==> src/rtl/factorial_pkg.sv <==
// Shared definitions for the factorial controller: state encodings and
// default sizing of the iteration watchdog.
package factorial_pkg;

   localparam int unsigned MAX_ITER_DEF = 255;
   localparam int unsigned CNT_W_DEF    = 8;

   typedef enum logic [3:0] {
      IDLE    = 4'd0,
      INIT_I  = 4'd1,
      INIT_FI = 4'd2,
      CHECK   = 4'd3,
      INC_I   = 4'd4,
      MUL_FI  = 4'd5,
      LOAD_O  = 4'd6,
      DONE    = 4'd7,
      ERR     = 4'd8
   } state_t;

endpackage

==> src/rtl/factorial_iter_counter.sv <==
// Saturating iteration counter used as the controller watchdog.
// Clear has priority over increment; the count never wraps past MAX_ITER.
module iter_counter
   import factorial_pkg::*;
#(
   parameter int unsigned MAX_ITER = MAX_ITER_DEF,
   parameter int unsigned CNT_W    = CNT_W_DEF
) (
   input  logic clk,
   input  logic rst_n,
   input  logic clr,
   input  logic inc,
   output logic at_max
);

   localparam logic [CNT_W-1:0] MAX_CNT = CNT_W'(MAX_ITER);

   logic [CNT_W-1:0] cnt;

   always_ff @(posedge clk or negedge rst_n) begin
      if (!rst_n) begin
         cnt <= '0;
      end else if (clr) begin
         cnt <= '0;
      end else if (inc && (cnt != MAX_CNT)) begin
         cnt <= cnt + CNT_W'(1);
      end
   end

   assign at_max = (cnt == MAX_CNT);

endmodule

==> src/rtl/factorial_ctrl.sv <==
// Moore control FSM for the factorial datapath with start/busy/done/err
// handshake and an iteration watchdog that aborts runaway loops.
module factorial_ctrl
   import factorial_pkg::*;
#(
   parameter int unsigned MAX_ITER = MAX_ITER_DEF,
   parameter int unsigned CNT_W    = CNT_W_DEF
) (
   input  logic CLK,
   input  logic RST,
   input  logic start,
   input  logic i_lt_x,
   output logic ld_i,
   output logic ld_fi,
   output logic ld_o,
   output logic st,
   output logic busy,
   output logic done,
   output logic err
);

   state_t state;
   state_t state_nxt;
   logic   at_max;

   iter_counter #(
      .MAX_ITER (MAX_ITER),
      .CNT_W    (CNT_W)
   ) u_iter_counter (
      .clk    (CLK),
      .rst_n  (RST),
      .clr    (state == INIT_I),
      .inc    (state == INC_I),
      .at_max (at_max)
   );

   always_ff @(posedge CLK or negedge RST) begin
      if (!RST) begin
         state <= IDLE;
      end else begin
         state <= state_nxt;
      end
   end

   always_comb begin
      state_nxt = IDLE;
      case (state)
         IDLE:    state_nxt = start ? INIT_I : IDLE;
         INIT_I:  state_nxt = INIT_FI;
         INIT_FI: state_nxt = CHECK;
         CHECK: begin
            if (!i_lt_x) begin
               state_nxt = LOAD_O;
            end else if (at_max) begin
               state_nxt = ERR;
            end else begin
               state_nxt = INC_I;
            end
         end
         INC_I:   state_nxt = MUL_FI;
         MUL_FI:  state_nxt = CHECK;
         LOAD_O:  state_nxt = DONE;
         DONE:    state_nxt = IDLE;
         ERR:     state_nxt = IDLE;
         default: state_nxt = IDLE;
      endcase
   end

   // Illegal encodings decode like IDLE so outputs stay safe for the one cycle
   // before the register recovers.
   always_comb begin
      ld_i  = 1'b0;
      ld_fi = 1'b0;
      ld_o  = 1'b0;
      st    = 1'b0;
      busy  = 1'b1;
      done  = 1'b0;
      err   = 1'b0;
      case (state)
         IDLE: begin
            st   = 1'b1;
            busy = 1'b0;
         end
         INIT_I: begin
            ld_i = 1'b1;
            st   = 1'b1;
         end
         INIT_FI: begin
            ld_fi = 1'b1;
            st    = 1'b1;
         end
         CHECK:   ;
         INC_I:   ld_i  = 1'b1;
         MUL_FI:  ld_fi = 1'b1;
         LOAD_O:  ld_o  = 1'b1;
         DONE:    done  = 1'b1;
         ERR:     err   = 1'b1;
         default: begin
            st   = 1'b1;
            busy = 1'b0;
         end
      endcase
   end

endmodule

==> config.mk <==
export PLATFORM = sky130hd
export DESIGN_NAME = factorial_ctrl
export DESIGN_NICKNAME = d
export VERILOG_FILES = /design/src/rtl/factorial_pkg.sv /design/src/rtl/factorial_iter_counter.sv /design/src/rtl/factorial_ctrl.sv
export SDC_FILE = /design/constraint.sdc
export NUM_CORES = 1
export LEC_CHECK = 0
export ABC_CLOCK_PERIOD_IN_PS = 1550
export BUFFER_PORTS_ARGS = -buffer_cell sky130_fd_sc_hd__buf_4
export CAP_MARGIN = 20
export CORE_MARGIN = 3
export CORE_UTILIZATION = 40
export DETAILED_ROUTE_END_ITERATION = 10
export SYNTH_ARGS = -nofsm -noshare
export SYNTH_HDL_FRONTEND = slang
export SYNTH_SLANG_ARGS = --single-unit
==> constraint.sdc <==
create_clock -name CLK -period 1.55 [get_ports CLK]
set_input_delay 0.2325 -clock CLK [delete_from_list [all_inputs] [get_ports CLK]]
set_output_delay 0.2325 -clock CLK [all_outputs]
set_load 0.01 [all_outputs]
==> results.txt <==
----------------------------------------------------
[STA]
  TNS Setup ... -1530 ps
  Worst slew margin ... 68.7%
  Setup repair after global routing missed its margin ... true
  Total count of max-transition violations in the final report ... 0
  Worst-margin pin slew ... 465 ps
  Setup WS post-layout ... -279 ps
  Final critical-path share of the clock period ... 118%
  Final hold vios ... 0
  Crit path time final ... 1830 ps
  Setup violators final ... 9
  Fmax ... 0.547 GHz
  Worst Clk Skew ... 11.6 ps
  Post-Route Hold Slack ... 224 ps

[Drt]
  Routed wire length per instance ... 15.5 um
  Remaining antenna violation count ... 0
  1st-pass router iterations ... 4
  Remaining design rule violation count ... 0
  Vias per std cell ... around 5.5
  Total wire length after detailed routing ... 2220 um
  Iter 0 DRT Violations ... 23
  Vias ... 790

[Placement]
  Cell area after placement ... 940 um^2
  Final weighted congestion in routability-driven placement ... around 0.9
  Placed wire-length estimate after detailed placement ... 1250 um
  Port Buffers ... 10

[Die]
  I/O pin count ... 11
  Initial standard-cell utilization of the core ... 45.5%
  Y dimension of the die ... 48.8 um
  Die Footprint ... 2380 um^2
  Die width ... 48.8 um
  Core ar. ... 1610 um^2
  Standard-cell row count ... 14

[Finish]
  Number of nets in the final layout ... approximately 130
  Most common cell after layout, fill and taps aside ... buf_4
  Filler Cells Inserted ... 124
  Final design area excluding fillers ... 1180 um^2
  Diodes inserted ... 0
  Most used cells in the layout excluding fill and tap cells ... buf_4 (24), dfrtp_1 (10), nor2_1 (9)
  Area used by sequential logic in the layout ... 303 um^2
  Proportion of layout cells with a drive suffix above 1 ... 46.2%
  Area of combinational cells with multiple inputs ... between 400 and 500 um^2
  Area grow syn2layout ... 60.9%

[Synthesis]
  Nets in the synthesized netlist ... 91
  Post-Synthesis Cells ... 86
  Avg Synthesized Cell Area ... 8.53 um^2
  Number of warnings issued by yosys ... 0
  Count of different cell masters after synthesis ... 28
  Count of state elements after synthesis ... 12
  Portion of the post-synthesis area used by sequential elements ... 41.0%
  Post-Syn Area ... 733 um^2

[Clock tree]
  Clock transition at the register clock pins on the worst setup and hold paths after CTS ... roughly 80 ps
  # H-tree levels ... 1
  Clock Path Buffers ... 2
  Number of buffers created by CTS ... 3
  CTS tree ... built
  Clock insertion delay at the later pin of the skew report ... approximately 280 ps
  Sinks on Clock Net ... 12
  Clock Tree Root ... clkbuf_4

[Power]
  Peak supply drop ... 0.841 mV
  Leakage power figure ... 0.510 nW
  Power per cell area ... 1360 nW/um^2

[Global route]
  Vias in the first global route ... ~710
  Total grt overflow ... 0
  Number of antenna violations at the first check in global routing ... 0
  Largest net degree at the start of global routing ... 13
  Total global-route track usage ... 18.4%
  Wire length of the first global-routing pass ... 3370 um

[Job]
  MaxCap Viol Count ... 0

[Worst setup path]
  Largest fanout of any net on the critical path ... 4
  Critical Path Source Type ... flop
  Longest individual stage delay on the worst path ... between 500 and 600 ps
  Cell breakdown of the critical path ... buf_6 -> or4b_4 -> or4_4 -> mux2i_1
  Arrival time of the worst setup path ... 1990 ps
  Critical path capture point type ... flop
  Critical path class ... flop to flop
  Critical path required time ... 1710 ps
  Slowest cell on the critical path ... or4_4

[Min path]
  Type of the most critical hold path ... primary input to flop

[Run status]
  Outcome ... complete, but fails checks
  Failing checks ... setup timing

----------------------------------------------------
## Yosys cell counts
| master | n | area [um^2] |
|---|---|---|
| nor2_1 | 10 | 37.5 |
| or4_4 | 1 | 11.3 |
| nor4b_1 | 2 | 17.5 |
| o21a_1 | 1 | 7.51 |
| ha_1 | 1 | 12.5 |
| buf_1 | 1 | 3.75 |
| nand3b_1 | 1 | 7.51 |
| nor3_1 | 4 | 20.0 |
| o21ai_0 | 5 | 25.0 |
| inv_1 | 4 | 15.0 |
| nand3_1 | 5 | 25.0 |
| nand2_1 | 8 | 30.0 |
| nand2b_1 | 4 | 25.0 |
| mux2i_1 | 4 | 40.0 |
| nor3b_1 | 1 | 7.51 |
| clkbuf_1 | 4 | 15.0 |
| or4b_2 | 1 | 10.0 |
| a21oi_1 | 5 | 25.0 |
| or3b_2 | 1 | 8.76 |
| or4b_4 | 1 | 13.8 |
| dfrtp_1 | 12 | 300 |
| nor4_1 | 3 | 18.8 |
| a2111oi_0 | 1 | 8.76 |
| nand4_1 | 1 | 6.26 |
| and2_1 | 1 | 6.26 |
| xnor2_1 | 1 | 8.76 |
| o2111a_1 | 1 | 11.3 |
| o21bai_1 | 2 | 15.0 |
## metrics by stage
step | worst slack, ps | total power [mW] | utilization, % | instances
2_1_floorplan | -147 | 0.824 | - | 86
3_3_place_gp | -154 | 1.16 | 58.3 | 131
3_5_place_dp | -182 | 1.17 | 58.3 | 131
4_1_cts | -239 | 1.50 | 66.1 | 138
5_1_grt | -316 | 1.73 | 73.2 | 143
6_report | -279 | 1.61 | 73.2 | 143
## flip-flops by register name (all words and copies together) (netlist names)
signal,count
u_iter_counter.cnt,8
state,4
## worst paths after layout
check	slack, ps	from	to	cells after the start
setup / recovery	-280	state[0]	u_iter_counter.cnt[5]	4
hold / removal	220	i_lt_x	state[3]	3
setup reg to reg	-280	state[0]	u_iter_counter.cnt[5]	4
hold reg to reg	540	u_iter_counter.cnt[3]	u_iter_counter.cnt[3]	1
max in group asynchronous	1040	RST	state[2]	2
min in group asynchronous	320	RST	u_iter_counter.cnt[7]	2
## kinds of logic (layout without fill, tap and decap cells)
| group | count (synthesis) | after routing | synth area share, % |
|---|---|---|---|
| and+or+nand+nor | 44 | 44 | 33.4 |
| AOI/OAI and AO/OA | 15 | 15 | 12.6 |
| DFF | 12 | 12 | 41.0 |
| buffers and inverters | 9 | 42 | 4.61 |
| muxes | 4 | 4 | 5.46 |
| adders and majority gates | 1 | 1 | 1.71 |
| xor gates and xnor gates | 1 | 1 | 1.19 |
## critical path: cells and delay by family, from the launching register on
family / cells / cell delay, ps
DFF: 1 / 410
muxes: 1 / 130
and+or+nand+nor: 2 / 1040
buffers and inverters: 1 / 130
## power breakdown
| group | leakage [nW] | total [mW] | internal, mW | switching [mW] |
|---|---|---|---|---|
| Clock | 0.0138 | 0.193 | 0.0899 | 0.103 |
| Sequential | 0.157 | 0.447 | 0.378 | 0.0687 |
| Combinational | 0.339 | 0.967 | 0.523 | 0.444 |
## final cells by class
type                    instances  area share [%]
clock buffers                   3            1.91
inverters                       4            1.27
repair buffers                 35            27.1
multi-input cells              65            41.5
well taps                      24            2.55
flip-flops and latches         12            25.7
## layer usage
metal / GRT usage (%) / up-vias / part of all wire, %
met4: 5.21 / 0 / 1.6
met5: 0 / - / 0
met1: 25.1 / 384 / 47
li1: - / 375 / -
met3: 6.12 / 5 / 4.6
met2: 27.6 / 26 / 47
## timing repair
| action | CTS | global route |
|---|---|---|
| pin swaps | 3 | 4 |
| endpoints found under the hold margin | 12 | 0 |
| setup endpoints to repair | 12 | 16 |
| buffers inserted | 3 | 4 |
| hold buffers | 1 | 0 |
| cloned | 0 | 1 |
| gates resized for setup | 15 | 16 |
Power figures use the tool's default switching activity.
